`config.mk`:
```
export PLATFORM = sky130hd
export DESIGN_NAME = scmp_op_fetch_flat
export DESIGN_NICKNAME = d
export VERILOG_FILES = /design/src/rtl/scmp_op_fetch_if.sv /design/src/rtl/scmp_op_fetch.sv /design/src/flat_wrapper.sv
export SDC_FILE = /design/constraint.sdc
export NUM_CORES = 1
export LEC_CHECK = 0
export ABC_AREA = 0
export CORE_AREA = 2 2 130 69
export DETAILED_ROUTE_END_ITERATION = 10
export DIE_AREA = 0 0 132 71
export PLACE_DENSITY = 0.78
export SLEW_MARGIN = 10
export SYNTH_ARGS = -nofsm -noshare
export SYNTH_HDL_FRONTEND = slang
export SYNTH_SLANG_ARGS = --single-unit
export TNS_END_PERCENT = 50
```
`constraint.sdc`:
```
create_clock -name clk -period 2.24 [get_ports clk]
set_input_delay 0.56 -clock clk [delete_from_list [all_inputs] [get_ports clk]]
set_output_delay 0.56 -clock clk [all_outputs]
set_load 0.01 [all_outputs]
```
`src/rtl/scmp_op_fetch_if.sv`:
```
// Byte-wide memory read handshake between the fetch sequencer and the bus.
// master: drives mem_rd/mem_addr; slave: returns mem_ack/mem_rdata.
interface scmp_op_fetch_if;
    logic        mem_rd;
    logic [15:0] mem_addr;
    logic        mem_ack;
    logic [7:0]  mem_rdata;

    modport master (
        output mem_rd,
        output mem_addr,
        input  mem_ack,
        input  mem_rdata
    );

    modport slave (
        input  mem_rd,
        input  mem_addr,
        output mem_ack,
        output mem_rdata
    );
endinterface

```
`src/rtl/scmp_op_fetch.sv`:
```
// SC/MP instruction fetch: pre-incremented PC (12-bit page wrap), opcode
// read and optional displacement read over the byte-wide memory handshake.
// Ports: clk, rst_n (async low); fetch_req, pc_ld, pc_d from the sequencer;
// pc; mem (master side of scmp_op_fetch_if); op, disp, two_byte latched
// fields; fetch_done / fetch_err one-cycle pulses; busy when not idle.
module scmp_op_fetch #(
    parameter int unsigned TIMEOUT = 255
) (
    input  logic            clk,
    input  logic            rst_n,
    input  logic            fetch_req,
    input  logic            pc_ld,
    input  logic [15:0]     pc_d,
    output logic [15:0]     pc,
    scmp_op_fetch_if.master mem,
    output logic [7:0]      op,
    output logic [7:0]      disp,
    output logic            two_byte,
    output logic            fetch_done,
    output logic            fetch_err,
    output logic            busy
);
    typedef enum logic [1:0] {
        IDLE,
        RD_OP,
        RD_DISP,
        DONE
    } state_t;

    // The abort fires on the cycle the counter would reach TIMEOUT.
    localparam logic [15:0] WAIT_LAST = 16'(TIMEOUT - 1);
    localparam bit          TO_EN     = (TIMEOUT != 0);

    state_t      state_q, state_n;
    logic [15:0] pc_q, pc_n;
    logic [15:0] addr_q, addr_n;
    logic [7:0]  op_q, op_n;
    logic [7:0]  disp_q, disp_n;
    logic        two_q, two_n;
    logic [15:0] cnt_q, cnt_n;
    logic        err_q, err_n;
    logic [15:0] base;
    logic        expired;

    function automatic logic [15:0] pc_inc(input logic [15:0] a);
        return {a[15:12], a[11:0] + 12'd1};
    endfunction

    always_comb begin
        state_n = state_q;
        pc_n    = pc_q;
        addr_n  = addr_q;
        op_n    = op_q;
        disp_n  = disp_q;
        two_n   = two_q;
        cnt_n   = cnt_q;
        err_n   = 1'b0;
        // A same-cycle load feeds the increment.
        base    = pc_ld ? pc_d : pc_q;
        expired = TO_EN && (cnt_q == WAIT_LAST);
        unique case (state_q)
            IDLE: begin
                pc_n = base;
                if (fetch_req) begin
                    pc_n    = pc_inc(base);
                    addr_n  = pc_inc(base);
                    cnt_n   = '0;
                    state_n = RD_OP;
                end
            end
            RD_OP: begin
                if (mem.mem_ack) begin
                    op_n  = mem.mem_rdata;
                    two_n = mem.mem_rdata[7];
                    if (mem.mem_rdata[7]) begin
                        pc_n    = pc_inc(pc_q);
                        addr_n  = pc_inc(pc_q);
                        cnt_n   = '0;
                        state_n = RD_DISP;
                    end else begin
                        disp_n  = 8'h00;
                        state_n = DONE;
                    end
                end else if (expired) begin
                    err_n   = 1'b1;
                    state_n = IDLE;
                end else begin
                    cnt_n = cnt_q + 16'd1;
                end
            end
            RD_DISP: begin
                if (mem.mem_ack) begin
                    disp_n  = mem.mem_rdata;
                    state_n = DONE;
                end else if (expired) begin
                    err_n   = 1'b1;
                    state_n = IDLE;
                end else begin
                    cnt_n = cnt_q + 16'd1;
                end
            end
            DONE: begin
                state_n = IDLE;
            end
            default: begin
                state_n = IDLE;
            end
        endcase
    end

    always_ff @(posedge clk or negedge rst_n) begin
        if (!rst_n) begin
            state_q <= IDLE;
            pc_q    <= 16'h0000;
            addr_q  <= 16'h0000;
            op_q    <= 8'h00;
            disp_q  <= 8'h00;
            two_q   <= 1'b0;
            cnt_q   <= 16'h0000;
            err_q   <= 1'b0;
        end else begin
            state_q <= state_n;
            pc_q    <= pc_n;
            addr_q  <= addr_n;
            op_q    <= op_n;
            disp_q  <= disp_n;
            two_q   <= two_n;
            cnt_q   <= cnt_n;
            err_q   <= err_n;
        end
    end

    // Every output below comes from registers only.
    assign mem.mem_rd   = (state_q == RD_OP) || (state_q == RD_DISP);
    assign mem.mem_addr = addr_q;
    assign pc           = pc_q;
    assign op           = op_q;
    assign disp         = disp_q;
    assign two_byte     = two_q;
    assign fetch_done   = (state_q == DONE);
    assign fetch_err    = err_q;
    assign busy         = (state_q != IDLE);
endmodule

```
`src/flat_wrapper.sv`:
```
// flat-port wrapper written by rule: the top's interface ports become plain ports
module scmp_op_fetch_flat 
#(
    parameter int unsigned TIMEOUT = 255
)
  (clk, rst_n, fetch_req, pc_ld, pc_d, pc, op, disp, two_byte, fetch_done, fetch_err, busy, mem_mem_rd, mem_mem_addr, mem_mem_ack, mem_mem_rdata);
  scmp_op_fetch_if mem_i ();
  input  logic clk;
  input  logic rst_n;
  input  logic fetch_req;
  input  logic pc_ld;
  input  logic [15:0] pc_d;
  output logic [15:0] pc;
  output logic [7:0] op;
  output logic [7:0] disp;
  output logic two_byte;
  output logic fetch_done;
  output logic fetch_err;
  output logic busy;
  output wire logic [$bits(mem_i.mem_rd)-1:0] mem_mem_rd;
  output wire logic [$bits(mem_i.mem_addr)-1:0] mem_mem_addr;
  input wire logic [$bits(mem_i.mem_ack)-1:0] mem_mem_ack;
  input wire logic [$bits(mem_i.mem_rdata)-1:0] mem_mem_rdata;
  assign mem_mem_rd = mem_i.mem_rd;
  assign mem_mem_addr = mem_i.mem_addr;
  assign mem_i.mem_ack = mem_mem_ack;
  assign mem_i.mem_rdata = mem_mem_rdata;
  scmp_op_fetch #(.TIMEOUT(TIMEOUT)) u_core (.clk(clk), .rst_n(rst_n), .fetch_req(fetch_req), .pc_ld(pc_ld), .pc_d(pc_d), .pc(pc), .mem(mem_i), .op(op), .disp(disp), .two_byte(two_byte), .fetch_done(fetch_done), .fetch_err(fetch_err), .busy(busy));
endmodule
```
## Word-level counts from Yosys, hierarchy flattened

Index checks and enable logic that the tools add are counted.
Widths: inputs -> output; s select.

| word-level totals | value |
|---|---|
| bits in registers | 68 |
| output and inout port bits | 53 |
| logic and storage cells | 65 |
| input port bits | 29 |

| operators by class | value |
|---|---|
| reductions and logical operators | 13 |
| equality and inequality tests | 11 |
| add/subtract/negate cells | 3 |
| bitwise logic cells | 1 |
| mux-type cells | 28 |

Operator list:

| cell | count |
|---|---|
| $mux 16 | 10 |
| $pmux 16 s2 | 2 |
| $pmux 16 s3 | 1 |
| $add 12x1->12 const B | 2 |
| $mux 12 | 2 |
| $mux 8 | 3 |
| $add 16x1->16 const B | 1 |
| $eq 16x8->1 const B | 1 |
| $pmux 8 s2 | 1 |
| $ne 2x2->1 const B | 6 |
| $reduce_and 4->1 | 3 |
| $mux 2 | 4 |
| $pmux 2 s4 | 1 |
| $reduce_bool 2->1 | 3 |
| $eq 2x2->1 const B | 2 |
| $mux 1 | 4 |
| $reduce_and 2->1 | 2 |
| $ne 3x3->1 const B | 1 |
| $reduce_and 3->1 | 1 |
| $reduce_bool 3->1 | 1 |
| $eq 2x1->1 const B | 1 |
| $logic_not 2->1 | 1 |
| $reduce_or 2->1 | 1 |
| $logic_or 1x1->1 | 1 |
| $not 1->1 | 1 |

## Depth between registers and ports, before layout

| depth | value |
|---|---|
| depth in word-level cells | 4 |
| depth in mapped cells | 10 |
| gate-level depth less buffers | 7 |

## Worst setup path before layout

Ideal clock, no wire load.

| path | value |
|---|---|
| kind | input -> register |
| start point | input pc_ld |
| end point | register u_core.pc_q[10] (netlist: u_core.pc[10]) |
| path slack | -0.140 ns |
| buffers on the path | 2 |
| stages | 9 |
| library setup time | 0.143 ns |
| arrival | 2.236 ns |
| required time | 2.097 ns |
| cell sequence | buf_2 -> buf_2 -> mux2_2 -> ha_1 -> inv_1 -> a221oi_1 -> nand3_1 -> xnor2_1 -> o221ai_1 |

| on the way | value |
|---|---|
| longest elaborated chain between the ends | 4 |

Ends and longest elaborated chain:

| item | RTL line | text |
|---|---|---|
| start, declared | flat_wrapper.sv:11 | `input logic pc_ld;` |
| $mux 16 (*) | scmp_op_fetch.sv:59 | `base = pc_ld ? pc_d : pc_q;` |
| $add 12x1->12 | scmp_op_fetch.sv:46 | `return {a[15:12], a[11:0] + 12'd1};` |
| $mux 12 (*) | scmp_op_fetch.sv:64 | `if (fetch_req) begin` |
| $pmux 16 s2 (*) | scmp_op_fetch.sv:61 | `unique case (state_q)` |
| end signal, assigned | scmp_op_fetch.sv:123 | `pc_q <= pc_n;` |
| end, declared | scmp_op_fetch.sv:35 | `logic [15:0] pc_q, pc_n;` |

Every way passes the cells marked *; elsewhere a longest branch is shown, timed or not.
A chain may end at the register's enable or synchronous reset.

## Final worst setup path

| path | value |
|---|---|
| start point | register u_core.pc_q[2] (netlist: u_core.pc[2]) |
| end point | register u_core.addr_q[9] (netlist: u_core.mem.mem_addr[9]) |

| on the way | value |
|---|---|
| longest elaborated chain between the ends | 4 |
| elaborated cells between the ends (all ways) | 7 |
| classes of those cells | add/sub (2); mux (5) |

Ends and longest elaborated chain:

| item | RTL line | text |
|---|---|---|
| $add 12x1->12 or $mux 16 (tied branches) | scmp_op_fetch.sv:46, scmp_op_fetch.sv:59 |  |
| $mux 16 or $add 12x1->12 (tied branches) | scmp_op_fetch.sv:75, scmp_op_fetch.sv:46 |  |
| $mux 16, on equally long branches | scmp_op_fetch.sv:72, scmp_op_fetch.sv:64 |  |
| $pmux 16 s2 (*) | scmp_op_fetch.sv:61 |  |
| end signal, assigned | scmp_op_fetch.sv:124 | `addr_q <= addr_n;` |
| end, declared | scmp_op_fetch.sv:36 | `logic [15:0] addr_q, addr_n;` |

Every way passes the cells marked *; elsewhere a longest branch is shown, timed or not. The select of a mux whose other input is x is not followed.

==> impl_results.md <==
* CTS Buffer Depth at 2
* Async SR Flop Fraction at 100.0%
* Synth Net Count at 482
* Cell Chain, Critical Path: nand3_1 > buf_4 > nor4_1 > buf_4 > xor2_1 > o22ai_1 > a21oi_1
* Met1 Usage GRT at 41.47%
* Clock slew at reported path FFs at 0.06 ns
* DRT iter0 DRCs at 492
* Drt via density at 5.960
* Final core utilization at about 69%
* Largest net degree at the start of global routing at 68
* CORE AREA at 0.008318 mm²
* Static Leak at between 2 and 2.5 nW
* Period utilization at ~100%
* Initial antenna violation count at 0
* Vias in the first global route at roughly 3900
* Top Ports at 82
* Total Wirelength at 12630 µm
* Placer Congestion at 0.9677
* Die Area at 0.009372 mm²
* Sequential fraction of the synthesis area at 40.57%
* Grt peak-use layer: met1
* Post-Syn Instances at 444
* Final setup violation count at 0
* Max cap viols at 0
* Post-Place Setup Slack at -0.5801 ns
* Met3 layer usage reported by global route at around 7.6%
* WP data arrival at 2.43 ns
* Most frequent CP cell: buf_4
* Grt ovf at 0
* CTS tree: built
* Setup WS post-layout at 0.05855 ns
* Met2 Usage GRT at 38.31%
* Slew Limit Fails at 0
* Clock Skew at 0.006244 ns
* Post-synth top cells: 67 x dfrtp_1, 49 x nand2_1, 27 x nor2_1
* Post-synth EDFFs at 0
* H-tree levels at 3
* Fillers at roughly 620
* Post-CTS Hold Buffers at 0
* Fin nets at 613
* Clk Latency, worst-skew pair at about 0.33 ns
* Die height at approximately 70 µm
* Synth area leader: dfrtp_1
* Fin crit period at around 2.2 ns
* ANT nets after route at 0
* F_max at 0.4584 GHz
* Critical Path Source Type: flop
* Hold Vio Cnt, Final at 0
* Clock sink total at 67
* Synth warn at 0
* Post-CTS Setup Bufs at 0
* Total Routing Usage GR at 27.39%
* Synth cell types at 56
* Most common cell in the netlist: dfrtp_1
* VDD IR max at 790.0 µV
* Worst hold path class: in -> async
* Worst R2R Path Depth at 7
* Post-Syn Area per Cell at 9.308 µm²
* Synthesis-stage register bit count at 67
* Status: finished clean
* Initial Util at 49.68%
* Area Overhead vs Synth at 39.81%
* Vias at 4148
* Hold Worst Slack at 0.2538 ns
* Residual DRC at 0
* Port buffer count at slightly above 80
* Top FF cell, synth: dfrtp_1
* Setup CP Type: reg -> reg
* PD cells at between 1000 and 1500 mW/mm²
* CP max FO at 11
* Routed len/inst at around 18 µm
* Diode count at 0
* TritonCTS Buffers at 9
* Slowest CP cell: dfrtp_1
* CP required at between 2 and 2.5 ns
* Mapped Area at 0.004133 mm²
* Max stage delay on crit path at 0.59 ns
* Row cnt at 24
* Synth top area cells: dfrtp_1 41%, xnor2_1 5.3%, nand2_1 4.5%
* Slew headroom at 65.46%
* Top-area cell type share of the netlist area at 40.57%
* RSZ-0062 raised after global routing: no
* Pre-antenna DRT Iters at 6
* Element type at the critical path end: flop
* Layout cells sized above 1 at 19.17%
* Clock tree root buffer cell: clkbuf_16
* Hpwl dp at between 9000 and 10000 µm
* Die width at 132 µm
* First-pass GRT wire length at approximately 20000 µm
* Worst Max-Slew Pin Slew at ~0.52 ns
-- power by group --
group          internal, W  total, W  switching (W)
Clock             0.000830   0.00133       0.000502
Sequential         0.00168   0.00214       0.000464
Combinational      0.00228   0.00451        0.00223
Total              0.00479   0.00799        0.00320
-- path summary, 6_finish.rpt --
check	from	endpoint	slack, ns
worst max-delay path	u_core.pc[2]$_DFFE_PN0P_	u_core.mem.mem_addr[9]$_DFFE_PN0P_	0.06
worst min-delay path	rst_n	u_core.op[4]$_DFFE_PN0P_	0.25
worst max register to register	u_core.pc[2]$_DFFE_PN0P_	u_core.mem.mem_addr[9]$_DFFE_PN0P_	0.06
worst min register to register	u_core.mem.mem_addr[8]$_DFFE_PN0P_	u_core.mem.mem_addr[8]$_DFFE_PN0P_	0.48
max in group asynchronous	rst_n	u_core.state_q[0]$_DFFE_PN0N_	1.68
min in group clk	u_core.mem.mem_addr[8]$_DFFE_PN0P_	u_core.mem.mem_addr[8]$_DFFE_PN0P_	0.48
-- cell type report --
cell class | instances | area, µm² | area share, %
clock buffer | 13 | 270.3 | 4.677
clock inverter | 2 | 10.01 | 0.1732
inverter | 11 | 41.29 | 0.7146
multi-input combinational | 337 | 2308 | 39.95
sequential | 67 | 1678 | 29.04
tap | 117 | 146.4 | 2.534
timing repair buffer | 149 | 1324 | 22.91
-- repair_timing --
action / in CTS / in global routing
hold endpoints to repair: 0 / 0
endpoints found under the setup margin: 13 / 13
gates resized for setup: 5 / 9
pin swaps: 0 / 2
-- worst max-delay path, delay by kind of cell, from the launching register on --
family	cells	cell delay (ns)
XOR/XNOR	1	0.17
AND/OR/NAND/NOR	2	0.68
AO/OA/AOI/OAI	2	0.22
buffers and inverters	2	0.44
flip-flops	1	0.59
-- cells in the final DEF, fill, tap and decap left out, types with 15 or more instances in the layout --
cell type | synthesis | final
mux2i_1 | 15 | 15
xnor2_1 | 25 | 25
o21ai_0 | 24 | 24
nand3_1 | 16 | 16
clkdlybuf4s50_1 | 0 | 76
nor2_1 | 27 | 27
nand2_1 | 49 | 49
buf_4 | 1 | 67
dfrtp_1 | 67 | 66
-- state kept, by name (all words and copies together) (netlist names) --
name                 flops
u_core.fetch_err         1
u_core.mem.mem_addr     16
u_core.disp              8
u_core.two_byte          1
u_core.state_q           2
u_core.cnt_q            16
u_core.op                7
u_core.pc               16
-- per-layer routing --
layer  up-vias  wire length (µm)
met1      1991              5934
met4         0               192
met3        26              1290
met2       250              5215
li1       1881                 -
met5         -                 0
-- through the flow --
| stage | instances | area (µm²) | total power [W] | TNS (ns) |
|---|---|---|---|---|
| 6_report | 696 | 5778 | 0.007988 | 0 |
| 5_1_grt | 696 | 5778 | 0.008471 | 0 |
| 4_1_cts | 696 | 5756 | 0.007924 | 0 |
| 3_5_place_dp | 681 | 5475 | 0.006548 | -10.38 |
| 3_3_place_gp | 681 | 5475 | 0.006410 | -8.037 |
| 2_1_floorplan | 444 | 4141 | 0.004352 | -0.08299 |
-- kinds of logic (layout without fill, tap and decap cells) --
logic type | Yosys count | after routing | share of synthesized area [%]
muxes | 27 | 27 | 6.903
and+or+nand+nor | 157 | 157 | 19.23
DFF | 67 | 67 | 40.57
buffers and inverters | 40 | 175 | 4.208
xor gates and xnor gates | 38 | 38 | 8.053
adders and majority gates | 9 | 9 | 2.725
AOI/OAI and AO/OA | 106 | 106 | 18.32
(Power assumes the default switching activity.)
